--- config.mk ---
export PLATFORM = sky130hd
export DESIGN_NAME = result_display
export DESIGN_NICKNAME = d
export VERILOG_FILES = /design/src/rtl/result_display.sv
export SDC_FILE = /design/constraint.sdc
export NUM_CORES = 1
export LEC_CHECK = 0
export ABC_AREA = 1
export CAP_MARGIN = 20
export CORE_ASPECT_RATIO = 1.25
export CORE_MARGIN = 4
export CORE_UTILIZATION = 65
export DETAILED_ROUTE_END_ITERATION = 6
export DONT_BUFFER_PORTS = 1
export GPL_TIMING_DRIVEN = 1
export PLACE_DENSITY = 0.81
export SYNTH_ARGS = -nofsm -noshare
export SYNTH_HDL_FRONTEND = slang
export SYNTH_SLANG_ARGS = --single-unit
--- constraint.sdc ---
create_clock -name clk -period 2 [get_ports clk]
set_input_delay 0.3 -clock clk [delete_from_list [all_inputs] [get_ports clk]]
set_output_delay 0.3 -clock clk [all_outputs]
set_load 0.01 [all_outputs]
--- src/rtl/result_display.sv ---
// -----------------------------------------------------------------------------
// result_display
//
// Sequential back end for the arithmetic result path. On a load request (only
// while idle) it captures an 8-bit unsigned result, the add/sub overflow flag
// and the two decimal-point flags. It then runs an 8-step shift-and-add-3
// (double-dabble) conversion to three BCD digits. The digits are driven as
// active-low seven-segment patterns. A displayed overflow makes the whole
// display blink.
//
// Optional feature: define RESULT_DISPLAY_LZB_EN for leading-zero blanking of
// the hundreds and tens digits.
//
// Ports:
//   clk    in   system clock, rising edge
//   reset  in   synchronous active-high reset
//   value  in   [7:0] result byte to display
//   load   in   capture request, honoured only while busy = 0
//   ovf    in   add/sub overflow flag, captured with value
//   dp_in  in   [1:0] decimal-point flags, captured with value
//   busy   out  high while a conversion is in flight
//   done   out  one-cycle pulse, first cycle the new digits are visible
//   hex0   out  [6:0] ones digit, active-low {g,f,e,d,c,b,a}
//   hex1   out  [6:0] tens digit
//   hex2   out  [6:0] hundreds digit
//   dp     out  [2:0] active-low decimal points, dp[i] belongs to hexi
// -----------------------------------------------------------------------------
module result_display #(
    parameter int BLINK_DIV = 25000000
) (
    input  logic       clk,
    input  logic       reset,
    input  logic [7:0] value,
    input  logic       load,
    input  logic       ovf,
    input  logic [1:0] dp_in,
    output logic       busy,
    output logic       done,
    output logic [6:0] hex0,
    output logic [6:0] hex1,
    output logic [6:0] hex2,
    output logic [2:0] dp
);

    localparam int CW = (BLINK_DIV > 1) ? $clog2(BLINK_DIV) : 1;
    localparam logic [CW-1:0] BLINK_LAST = CW'(BLINK_DIV - 1);
    localparam logic [6:0] SEG_BLANK = 7'h7F;

    typedef enum logic [1:0] {IDLE, SHIFT, COMMIT} state_t;

    state_t        state_reg, state_next;
    logic [2:0]    cnt_reg;
    logic [19:0]   work_reg;        // {bcd[11:0], bin[7:0]}
    logic          ovf_cap_reg;
    logic [1:0]    dp_cap_reg;
    logic [6:0]    seg0_reg, seg1_reg, seg2_reg;
    logic          ovf_disp_reg;
    logic [1:0]    dp_disp_reg;
    logic          done_reg;
    logic [CW-1:0] blink_cnt_reg;
    logic          phase_reg;

    logic [11:0]   bcd_adj;
    logic [19:0]   work_shift;
    logic [6:0]    seg1_new, seg2_new;
    logic          blank;

    function automatic logic [6:0] seg_of(input logic [3:0] d);
        case (d)
            4'd0:    seg_of = 7'h40;
            4'd1:    seg_of = 7'h79;
            4'd2:    seg_of = 7'h24;
            4'd3:    seg_of = 7'h30;
            4'd4:    seg_of = 7'h19;
            4'd5:    seg_of = 7'h12;
            4'd6:    seg_of = 7'h02;
            4'd7:    seg_of = 7'h78;
            4'd8:    seg_of = 7'h00;
            4'd9:    seg_of = 7'h10;
            default: seg_of = SEG_BLANK;
        endcase
    endfunction

    // Add-3 correction on every BCD nibble that would reach 10 or more after
    // the following doubling.
    for (genvar gi = 0; gi < 3; gi++) begin : g_adj
        assign bcd_adj[gi*4 +: 4] = (work_reg[8 + gi*4 +: 4] >= 4'd5)
                                  ? work_reg[8 + gi*4 +: 4] + 4'd3
                                  : work_reg[8 + gi*4 +: 4];
    end

    assign work_shift = {bcd_adj, work_reg[7:0]} << 1;

    // Upper-digit patterns for the commit step.
    always_comb begin
        seg2_new = seg_of(work_reg[19:16]);
        seg1_new = seg_of(work_reg[15:12]);
`ifdef RESULT_DISPLAY_LZB_EN
        if (work_reg[19:16] == 4'd0) begin
            seg2_new = SEG_BLANK;
            if (work_reg[15:12] == 4'd0) begin
                seg1_new = SEG_BLANK;
            end
        end
`endif
    end

    always_comb begin
        state_next = state_reg;
        case (state_reg)
            IDLE:    if (load) state_next = SHIFT;
            SHIFT:   if (cnt_reg == 3'd7) state_next = COMMIT;
            COMMIT:  state_next = IDLE;
            default: state_next = IDLE;
        endcase
    end

    always_ff @(posedge clk) begin
        if (reset) begin
            state_reg    <= IDLE;
            cnt_reg      <= 3'd0;
            work_reg     <= 20'd0;
            ovf_cap_reg  <= 1'b0;
            dp_cap_reg   <= 2'b00;
            seg0_reg     <= SEG_BLANK;
            seg1_reg     <= SEG_BLANK;
            seg2_reg     <= SEG_BLANK;
            ovf_disp_reg <= 1'b0;
            dp_disp_reg  <= 2'b00;
            done_reg     <= 1'b0;
        end else begin
            state_reg <= state_next;
            done_reg  <= (state_reg == COMMIT);
            case (state_reg)
                IDLE: begin
                    if (load) begin
                        work_reg    <= {12'd0, value};
                        ovf_cap_reg <= ovf;
                        dp_cap_reg  <= dp_in;
                        cnt_reg     <= 3'd0;
                    end
                end
                SHIFT: begin
                    work_reg <= work_shift;
                    cnt_reg  <= cnt_reg + 3'd1;
                end
                COMMIT: begin
                    seg0_reg     <= seg_of(work_reg[11:8]);
                    seg1_reg     <= seg1_new;
                    seg2_reg     <= seg2_new;
                    ovf_disp_reg <= ovf_cap_reg;
                    dp_disp_reg  <= dp_cap_reg;
                end
                default: ;
            endcase
        end
    end

    // Free-running blink timebase, independent of the conversion FSM.
    always_ff @(posedge clk) begin
        if (reset) begin
            blink_cnt_reg <= '0;
            phase_reg     <= 1'b0;
        end else if (blink_cnt_reg == BLINK_LAST) begin
            blink_cnt_reg <= '0;
            phase_reg     <= ~phase_reg;
        end else begin
            blink_cnt_reg <= blink_cnt_reg + 1'b1;
        end
    end

    assign blank = ovf_disp_reg & phase_reg;
    assign busy  = (state_reg != IDLE);
    assign done  = done_reg;
    assign hex0  = blank ? SEG_BLANK : seg0_reg;
    assign hex1  = blank ? SEG_BLANK : seg1_reg;
    assign hex2  = blank ? SEG_BLANK : seg2_reg;
    assign dp    = blank ? 3'b111 : {1'b1, ~dp_disp_reg};

endmodule

==> metrics.txt <==
status complete, no violations; reg2reg start work_reg[8]$_SDFFE_PP0P_; Crit-path slowest cell dfxtp_1; Setup TNS 0 ps; synth warn 0; routability cong. 0.977; post-route cell area 4400 sq um; crit path time final 1620 ps; placed cell areas 4170 sq um; clock skew 7.59 ps; Root Driver clkbuf_8; Max Slew Vio Count 0; Initial Util 0.669; MaxCap Viol Count 0; clk buf depth 2; post-route antenna net violation count 0; r2r setup slk 400 ps; syn_area_per_cell 6.80 sq um; std cell rows 32; Final Hold Vio Count 0; Layout Nets 641; FF+latch count, synth 79; layout cell share with drive strength beyond 1 0.0749; IO Pins 40; Max stage delay on crit path 330 ps; CP most frequent cell nand2_1; clk_lat worst skew 350 ps; initial antenna violation count 0; Final setup viols 0; post_cts resized 0; global-route wire length before repair 15100 um; Required @ worst endpoint 1700 ps; Least-Margin Pin Slew 604 ps; FF-to-FF path depth 8; CP arrival 1320 ps; Yosys cell types 34; detailed-route via count 3717; P&R area growth vs syn 6.00%; DIE WIDTH 79.5 um; critical path, cell by cell nand2_1, buf_4, nand2_1; largest net degree at the start of global routing 38; WL/cell 12.4 um; Post-Syn Area 4150 sq um; number of fill cells 543; Hold Path Stages 1; port bufs 0; Chip Height 97.3 um; total CTS buffers 9; max reg flops 25; r2r endpoint work_reg[11]$_SDFFE_PP0P_; detailed-route DRC error count 0; DRT iter0 DRCs 195; hold endpoint work_reg[14]$_SDFFE_PP0P_; HP Class in -> reg; FMAX 0.618 GHz; dpl hpwl 6380 um; CTS Sinks 79; TritonCTS clock tree built; post-synthesis sequential area ratio 0.381; Final Cycle Share 0.809; grt ovf 0; PD cells 667 nW/um^2; area of the core 6210 sq um; H-tree Lvls 3; GRT Total Usage 0.239; crit path kind reg -> out; maximum vdd ir drop 0.659 mV; footprint of the multi-input gates 2160 sq um; post-layout util 0.709; CP endpoint kind output port; WP buf/inv 1; Max FO, Critical Path 16; Worst Setup Start Kind flip-flop; full die area 7740 sq um; vias in the first global route 3570; critical path startpoint phase_reg$_SDFFE_PP0N_; Leak Pwr 0.00182 uW; FF/Latch Area 1580 sq um; Synthesized Nets 642; routed vias/inst 5.32; RSZ-0062 raised after global routing no; DRT Pass-1 Iters 4; Hold Crit Start reset; Worst path top cell family by delay simple AND/OR/NAND/NOR gates; Syn Inst Count 610; worst relative slew slack 0.597; ANT cells 0; DRT Wirelength 8660 um; Worst-path clk slew 80 ps
how the worst max path moves through the flow:
stage	end	slack (ps)	cells after the start
4_1_cts	dp[1]	370	3
2_1_floorplan	work_reg[11]$_SDFFE_PP0P_	640	5
6_report	dp[1]	380	3
3_5_place_dp	work_reg[11]$_SDFFE_PP0P_	430	8
5_1_grt	work_reg[11]$_SDFFE_PP0P_	260	8
3_3_place_gp	work_reg[11]$_SDFFE_PP0P_	460	8
synthesized netlist by cell type (all sizes together):
| master | n | share of area |
|---|---|---|
| dfxtp | 79 | 0.38 |
| nand3b | 2 | 0.0036 |
| nor2 | 86 | 0.082 |
| nand2 | 167 | 0.16 |
| o22ai | 2 | 0.0030 |
| or2 | 3 | 0.0045 |
| o211ai | 11 | 0.020 |
| nor3 | 3 | 0.0048 |
| xnor2 | 8 | 0.017 |
| o21bai | 1 | 0.0018 |
| conb | 1 | 0.00090 |
| o21ai | 49 | 0.059 |
| buf | 13 | 0.024 |
| nand3 | 29 | 0.040 |
| clkbuf | 8 | 0.0072 |
| xor2 | 3 | 0.0063 |
| o221ai | 1 | 0.0021 |
| inv | 74 | 0.067 |
| a21oi | 50 | 0.062 |
| ha | 18 | 0.054 |
| nand4 | 2 | 0.0030 |
what timing repair did:
action / 4_1_cts / 5_1_grt
buffers inserted: 0 / 0
endpoints found under the hold margin: 7 / 7
hold buffers: 2 / 1
cell type report:
cell class / instances / share of cell area
Clock buffer: 9 / 0.0282
Clock inverter: 7 / 0.0168
Inverter: 74 / 0.0631
Multi-Input combinational cell: 436 / 0.491
Sequential cell: 79 / 0.360
Tap cell: 85 / 0.0242
Timing Repair Buffer: 9 / 0.0171
placed cells by master, fill, tap and decap left out, types with 3 or more instances in the layout:
cell and count:
a21oi_1 48, buf_4 6, clkbuf_8 9, clkinv_4 3
dfxtp_1 79, dlygate4sd3_1 3, ha_1 18, inv_1 70
inv_2 4, nand2_1 160, nand2_2 6, nand3_1 25
nand3_2 4, nor2_1 81, nor2_2 4, o211ai_1 11
o21ai_0 48, xnor2_1 8, xor2_1 3
power by group:
group / internal, uW / switching [uW]
registers: 1600 / 17.4
logic: 49.1 / 102
clock network: 578 / 586
metrics by stage:
stage | power [uW] | hold WS, ps | worst slack (ps) | instances
finish | 2930 | 13.4 | 382 | 699
global route | 3050 | 0.746 | 258 | 699
CTS | 2960 | 0.162 | 370 | 698
detailed placement | 1800 | 367 | 430 | 680
global placement | 1790 | 366 | 460 | 680
floorplan | 1790 | 425 | 644 | 610
worst reg2reg max path: stages, from the launching register on:
cell and delay [ps]:
dfxtp_1 470, inv_1 150, ha_1 270, inv_1 90, o21ai_0 70, nand2_1 120
inv_1 80, o21ai_0 150, a21oi_1 80
logic make-up (layout without fill, tap and decap cells):
| logic type | Yosys count | in the layout | share of synthesized area |
|---|---|---|---|
| flops | 79 | 79 | 0.381 |
| buf+inv | 95 | 99 | 0.0983 |
| simple gates | 292 | 292 | 0.294 |
| xor+xnor | 11 | 11 | 0.0232 |
| compound gates | 114 | 114 | 0.148 |
| fa+ha+maj | 18 | 18 | 0.0543 |
| other cells | 1 | 1 | 0.000904 |
metal layers:
metal / vias up / routed length, um / GRT usage
met5: - / 0 / 0
met4: 0 / 242 / 0.106
met3: 19 / 372 / 0.0455
met2: 82 / 4280 / 0.406
met1: 1683 / 3770 / 0.288
li1: 1933 / - / -
(Power assumes the default switching activity.)
